--- src/rtl/data_scan_ctrl.sv ---
// -----------------------------------------------------------------------------
// data_scan_ctrl
// Steps through a window of data-memory word addresses, one step per debounced
// button press. Each step reads one word and keeps its low byte as a character
// code for the 7-segment decoder. The block only reads memory and never stalls
// the processor.
//
// Optional feature: define DATA_SCAN_AUTO_SCAN_EN to also step automatically
// every AUTO_PERIOD cycles spent in IDLE.
//
// Ports:
//   clk        in   system clock
//   reset      in   asynchronous, active-high reset
//   btn_in     in   raw button level (asynchronous, active-high)
//   rdata      in   word returned by the display read port for addr
//   addr       out  display read address (ADDR_W bits)
//   char_code  out  latched character code (rdata[7:0])
//   char_valid out  high once a character has been latched since reset
//   busy       out  high while a fetch is in progress (REQ, WAIT, LATCH)
// -----------------------------------------------------------------------------
module data_scan_ctrl #(
  parameter int unsigned DEBOUNCE_CYCLES = 50000,
  parameter int unsigned ADDR_W          = 8,
  parameter int unsigned START_ADDR      = 0,
  parameter int unsigned END_ADDR        = 63,
  parameter int unsigned AUTO_PERIOD     = 25000000
) (
  input  logic              clk,
  input  logic              reset,
  input  logic              btn_in,
  input  logic [31:0]       rdata,
  output logic [ADDR_W-1:0] addr,
  output logic [7:0]        char_code,
  output logic              char_valid,
  output logic              busy
);

  localparam int unsigned DB_W = (DEBOUNCE_CYCLES > 1) ? $clog2(DEBOUNCE_CYCLES) : 1;
  localparam logic [ADDR_W-1:0] START_A = ADDR_W'(START_ADDR);
  localparam logic [ADDR_W-1:0] END_A   = ADDR_W'(END_ADDR);

  typedef enum logic [1:0] {
    S_IDLE  = 2'd0,
    S_REQ   = 2'd1,
    S_WAIT  = 2'd2,
    S_LATCH = 2'd3
  } state_t;

  state_t            r_state;
  logic              r_sync1;
  logic              r_sync2;
  logic              r_stable;
  logic              r_press;
  logic [DB_W-1:0]   r_db_cnt;
  logic [ADDR_W-1:0] r_addr;
  logic [7:0]        r_char;
  logic              r_valid;
  logic              r_busy;
  logic              w_step;

  // Only the low byte of the word is displayed.
  logic w_unused_rdata;
  assign w_unused_rdata = ^rdata[31:8];

  // Two-flop synchronizer followed by a stability counter; a press is the
  // registered 0->1 change of the accepted level.
  always_ff @(posedge clk or posedge reset) begin
    if (reset) begin
      r_sync1  <= 1'b0;
      r_sync2  <= 1'b0;
      r_stable <= 1'b0;
      r_press  <= 1'b0;
      r_db_cnt <= '0;
    end else begin
      r_sync1 <= btn_in;
      r_sync2 <= r_sync1;
      r_press <= 1'b0;
      if (r_sync2 == r_stable) begin
        r_db_cnt <= '0;
      end else if (r_db_cnt == DB_W'(DEBOUNCE_CYCLES - 1)) begin
        r_stable <= r_sync2;
        r_db_cnt <= '0;
        r_press  <= r_sync2;
      end else begin
        r_db_cnt <= r_db_cnt + DB_W'(1);
      end
    end
  end

`ifdef DATA_SCAN_AUTO_SCAN_EN
  localparam int unsigned AUTO_W = (AUTO_PERIOD > 1) ? $clog2(AUTO_PERIOD) : 1;

  logic [AUTO_W-1:0] r_auto_cnt;
  logic              w_auto_step;

  assign w_auto_step = (r_state == S_IDLE) && (r_auto_cnt == AUTO_W'(AUTO_PERIOD - 1));

  // Counts IDLE cycles; held at zero during a fetch and restarted by any step.
  always_ff @(posedge clk or posedge reset) begin
    if (reset) begin
      r_auto_cnt <= '0;
    end else if ((r_state != S_IDLE) || r_press || w_auto_step) begin
      r_auto_cnt <= '0;
    end else begin
      r_auto_cnt <= r_auto_cnt + AUTO_W'(1);
    end
  end

  assign w_step = r_press | w_auto_step;
`else
  logic w_unused_auto;
  assign w_unused_auto = (AUTO_PERIOD == 0);
  assign w_step = r_press;
`endif

  // Fetch sequencer. REQ gives a registered-read memory its address cycle;
  // steps arriving outside IDLE are dropped.
  always_ff @(posedge clk or posedge reset) begin
    if (reset) begin
      r_state <= S_IDLE;
      r_addr  <= START_A;
      r_char  <= 8'h00;
      r_valid <= 1'b0;
      r_busy  <= 1'b0;
    end else begin
      case (r_state)
        S_IDLE: begin
          if (w_step) begin
            r_state <= S_REQ;
            r_busy  <= 1'b1;
          end
        end
        S_REQ:  r_state <= S_WAIT;
        S_WAIT: r_state <= S_LATCH;
        S_LATCH: begin
          r_char  <= rdata[7:0];
          r_valid <= 1'b1;
          r_addr  <= (r_addr == END_A) ? START_A : r_addr + ADDR_W'(1);
          r_state <= S_IDLE;
          r_busy  <= 1'b0;
        end
        default: begin
          r_state <= S_IDLE;
          r_busy  <= 1'b0;
        end
      endcase
    end
  end

  assign addr       = r_addr;
  assign char_code  = r_char;
  assign char_valid = r_valid;
  assign busy       = r_busy;

endmodule

--- config.mk ---
export PLATFORM = sky130hd
export DESIGN_NAME = data_scan_ctrl
export DESIGN_NICKNAME = d
export VERILOG_FILES = /design/src/rtl/data_scan_ctrl.sv
export SDC_FILE = /design/constraint.sdc
export NUM_CORES = 1
export LEC_CHECK = 0
export BUFFER_PORTS_ARGS = -buffer_cell sky130_fd_sc_hd__buf_2
export CAP_MARGIN = 20
export CELL_PAD_IN_SITES_DETAIL_PLACEMENT = 1
export CELL_PAD_IN_SITES_GLOBAL_PLACEMENT = 1
export CORE_UTILIZATION = 39
export CTS_CLUSTER_DIAMETER = 60
export DETAILED_ROUTE_END_ITERATION = 10
export PLACE_DENSITY_LB_ADDON = 0.1
export REMOVE_ABC_BUFFERS = 1
export SLEW_MARGIN = 40
export SYNTH_ARGS = -nofsm -noshare
export SYNTH_HDL_FRONTEND = slang
export SYNTH_SLANG_ARGS = --single-unit
--- constraint.sdc ---
create_clock -name clk -period 2.4 [get_ports clk]
set_clock_uncertainty 0.05 [all_clocks]
set_input_delay 0.48 -clock clk [delete_from_list [all_inputs] [get_ports clk]]
set_output_delay 0.48 -clock clk [all_outputs]
set_load 0.02 [all_outputs]
Word-level counts from Yosys, hierarchy flattened
Index checks and enable logic that the tools add are counted.
{"block": "totals", "ff_bits": 40, "wordCells": 33, "input_bits": 35, "output_inout_bits": 18}
{"block": "classes", "eq_ne": 7, "bitwise_logic": 1, "add_sub_neg": 2, "muxes": 9, "reduce_logical": 4}
{"cell": "two-way mux 16 bit", "n": 2}
{"cell": "adder 16 x 1 -> 16 bit, second input constant", "n": 1}
{"cell": "== test 16 bit, second input constant", "n": 1}
{"cell": "adder 8 x 1 -> 8 bit, second input constant", "n": 1}
{"cell": "== test 8 x 6 -> 1 bit, second input constant", "n": 1}
{"cell": "two-way mux 8 bit", "n": 1}
{"cell": "case mux 2 bit (4 select lines)", "n": 1}
{"cell": "== test 2 bit, second input constant", "n": 2}
{"cell": "AND reduction 2 bit", "n": 2}
{"cell": "two-way mux 1 bit", "n": 3}
{"cell": "== test 2 x 1 -> 1 bit, second input constant", "n": 1}
{"cell": "zero test 2 bit", "n": 1}
{"cell": "two-way mux 2 bit", "n": 1}
{"cell": "!= test 2 bit, second input constant", "n": 1}
{"cell": "case mux 1 bit (2 select lines)", "n": 1}
{"cell": "nonzero test 2 bit", "n": 1}
{"cell": "== test 1 bit", "n": 1}
{"cell": "inverter 1 bit", "n": 1}

Longest topological paths before layout
{"block": "depth", "word_depth": 3, "mapped_depth": 6, "ltp_nobuf": 5}

Worst setup path before layout
No wires, ideal clock.
{"block": "synth_path", "path_type": "register to register", "from": "register r_db_cnt[12]", "to": "register r_stable", "period_less_slack_ps": 1937, "setup_slack_ps": 463, "setup_ps": 125, "arrival_ps": 1762, "t_required_ps": 2225, "n_path_buf": 0, "stages_incl_launch_ff": 4, "path_cell_list": "dfrtp_1 -> or4b_1 -> or4_4 -> mux2_4"}
{"block": "synth_between", "elab_chain_len": 2}
{"element": "start, declared", "line_no": "54", "source": "logic [DB_W-1:0] r_db_cnt;"}
{"element": "start signal, assigned", "line_no": "85", "source": "r_db_cnt <= r_db_cnt + DB_W'(1);"}
{"element": "== test 16 bit", "line_no": "80", "source": "end else if (r_db_cnt == DB_W'(DEBOUNCE_CYCLES - 1)) begin"}
{"element": "AND reduction 2 bit (no line)"}
{"element": "end signal, assigned", "line_no": "81", "source": "r_stable <= r_sync2;"}
{"element": "end, declared", "line_no": "52", "source": "logic r_stable;"}
Every way passes these cells.
A chain may end at the register's enable or synchronous reset.

Worst setup path after layout
Same ends and word-level chain as after synthesis.

==> impl_metrics.ini <==
[sta]
fmax_mhz = 492.7
rsz0062_at_grt = no
slew_violations = 0
fin_crit_ns = 2.029
slew_headroom_pct = 65.56
setup_viol = 0
fin_crit_sh_pct = 84.56
tns_ns = 0
finalHoldViolCount = 0
worst_pin_slew_ns = 0.5166

[worst_hold_path]
min_path_type = in2reg

[clock_network]
cts_buffer_depth = 2
post_cts_buffers = 0
htree_levels = 2
cts_tree = yes
clk_latency_ns = 0.29
clockRootBuffer = clkbuf_8
clock_sinks = 40
path_clk_slew_ns = 0.08
cts_hold_buf = 0
post_cts_resized = 0
numCtsBuffers = 5

[critical_path]
crit_path_start_kind = flop
timing.rr.end = r_stable
crit_path_max_fanout = 5
end_kind = flop
critical_path_class = reg2reg
r2r_setup_slack_ns = 0.37
reg2reg_depth = 3
required_ns = 2.53
crit_end = r_stable
reg2reg_from = r_db_cnt[12]
critPathLaunch = r_db_cnt[12]
arrival_ns = 2.16

[global_routing]
grt_use_total_pct = 17.98
grt_pass1_wl_um = 6941
use_met1_pct = 23.66
grt-ovfl-total = 0
use_met2_pct = 28.78
gr-usage-met3_pct = 5.051
grt_start_max_net_pins = 41
busiest_layer = met2
grt_pass1_vias = 1421
antenna_found_initial = 0

[cells_and_area]
syn_to_final_growth_pct = 16.45
antenna_cells = 0
nets = 240
final_area_um2 = 2117
final_layout_size_suffix_gt1_share_pct = 25.37

[route]
drc_errors = 0
ant_nets = 0
wl_um = 3810
num_vias = 1328
dr.pass1.iters = 4
via_per_inst = 5.249
wire_per_inst_um = 15.06
drtIter0Drc = 44

[synth]
synth_area_um2 = 1818
yosys_most_used_dff = dfrtp_1
async_flop_share_pct = 100.0
yosysSeqAreaShare_pct = 55.06
synth_warnings = 0
synth_edf_count = 0
syn_inst = 165
ys_seq_elements = 40
synth.distinct_cells = 32
avgSynthCellArea_um2 = 11.02

[place]
globalplace.congestion = 0.8202
dpl_cell_area_um2 = 2027
portBuffers = 28
hpwl_um = 2736

[flow_run]
maxCapViolations = 0

[die]
fp.dieW_um = 70.28
start_util_pct = 41.18
die_h_um = 70.28
die_area_um2 = 4939
row_count = 24
io_pins = 53
core_um2 = 4414

[status]
status = finished, final reports clean

[pwr]
total_power_mw = 1.186
p_leak_nw = 1.023
power_density_nw_per_um2 = 560.2
vdd.ir_drop.worst_mv = 0.3185
placed cells by master, fill, tap and decap left out:
| cell type | n |
|---|---|
| ha_1 | 5 |
| buf_2 | 28 |
| and3_1 | 2 |
| nand3_1 | 12 |
| nand2b_1 | 1 |
| nor2_1 | 23 |
| dfrtp_1 | 40 |
| mux2_2 | 9 |
| clkbuf_1 | 2 |
| or4b_1 | 1 |
| a21oi_1 | 3 |
| or4_1 | 1 |
| a311o_1 | 1 |
| xnor2_1 | 13 |
| mux2_4 | 1 |
| or4_4 | 1 |
| and3_2 | 1 |
| nor3b_1 | 1 |
| o22ai_1 | 1 |
| inv_1 | 10 |
| nand4_1 | 7 |
| xor2_1 | 6 |
| clkbuf_8 | 6 |
| buf_4 | 3 |
| or2_2 | 1 |
| nand2_1 | 5 |
| nor2b_1 | 1 |
| nor4_1 | 6 |
| nand2_4 | 1 |
| or3_1 | 1 |
| and4b_1 | 1 |
| nor3_1 | 4 |
| o21ai_0 | 3 |
how the worst min path moves through the flow:
| stage | cells after the start | slack (ns) | end | startpoint |
|---|---|---|---|---|
| after CTS | 1 | 0.24 | r_sync1 | btn_in |
| after floorplan | 0 | 0.28 | r_sync2 | r_sync1 |
| after global placement | 0 | 0.28 | r_sync2 | r_sync1 |
| after detailed placement | 0 | 0.29 | r_sync2 | r_sync1 |
| after global routing | 1 | 0.24 | r_sync1 | btn_in |
| final | 1 | 0.25 | r_sync1 | btn_in |
synthesized netlist by cell type, types with 2 or more instances:
cell | n | area (µm²)
o21ai_0 | 3 | 15.01
xor2_1 | 6 | 52.55
nand4_1 | 7 | 43.79
nor3_1 | 4 | 20.02
and3_1 | 2 | 12.51
mux2_2 | 9 | 101.4
dfrtp_1 | 40 | 1001
nor2_1 | 23 | 86.33
nor4_1 | 6 | 37.54
ha_1 | 5 | 62.56
nand2_1 | 5 | 18.77
inv_1 | 10 | 37.54
nand3_1 | 12 | 60.06
xnor2_1 | 13 | 113.9
a21oi_1 | 3 | 15.01
final cells by class:
class	instances	area, µm²
Fill cell	502	2297
Sequential cell	40	1001
Multi-Input combinational cell	112	760.7
Timing Repair Buffer	31	162.7
Clock buffer	8	90.09
Tap cell	52	65.06
Inverter	10	37.54
logic make-up (layout without fill, tap and decap cells):
| family | after synthesis | in the layout | share of synthesized area (%) |
|---|---|---|---|
| compound gates | 8 | 8 | 2.546 |
| mux | 10 | 10 | 6.400 |
| xor+xnor | 19 | 19 | 9.153 |
| fa+ha+maj | 5 | 5 | 3.441 |
| simple gates | 70 | 70 | 20.30 |
| flops | 40 | 40 | 55.06 |
| buf+inv | 13 | 49 | 3.097 |
metal layers:
metal | vias to the layer above | share of wire (%)
met2 | 24 | 48
li1 | 639 | -
met3 | 4 | 4.2
met4 | 0 | 0.89
met1 | 661 | 47
met5 | - | 0
sequential cells by signal, summed over array words and instances, names as in the netlist:
| signal | count |
|---|---|
| r_state | 2 |
| r_sync2 | 1 |
| r_stable | 1 |
| r_db_cnt | 16 |
| char_code | 8 |
| char_valid | 1 |
| r_press | 1 |
| addr | 8 |
| r_sync1 | 1 |
| busy | 1 |
per-stage QoR:
| stage | cells | setup slack, ns | util [%] | hold WS, ns |
|---|---|---|---|---|
| 2_1_floorplan | 162 | 0.4631 | - | 0.2812 |
| 3_3_place_gp | 245 | 0.3967 | 45.92 | 0.2832 |
| 3_5_place_dp | 245 | 0.3983 | 45.92 | 0.2927 |
| 4_1_cts | 253 | 0.3710 | 47.96 | 0.2363 |
| 5_1_grt | 253 | 0.3059 | 47.96 | 0.2378 |
| 6_report | 253 | 0.3705 | 47.96 | 0.2468 |
worst max-delay path, stage by stage, from the launching register on:
cell,delay [ns]
dfrtp_1,0.44
or4b_1,0.54
or4_4,0.57
mux2_4,0.31
report_power, final:
part / total (mW) / switching (mW) / internal, mW
Combinational: 0.0359 / 0.0233 / 0.0125
Sequential: 0.687 / 0.00776 / 0.679
Clock: 0.463 / 0.229 / 0.235
Total: 1.19 / 0.260 / 0.926
No activity file was read; power rests on OpenSTA's default activity.
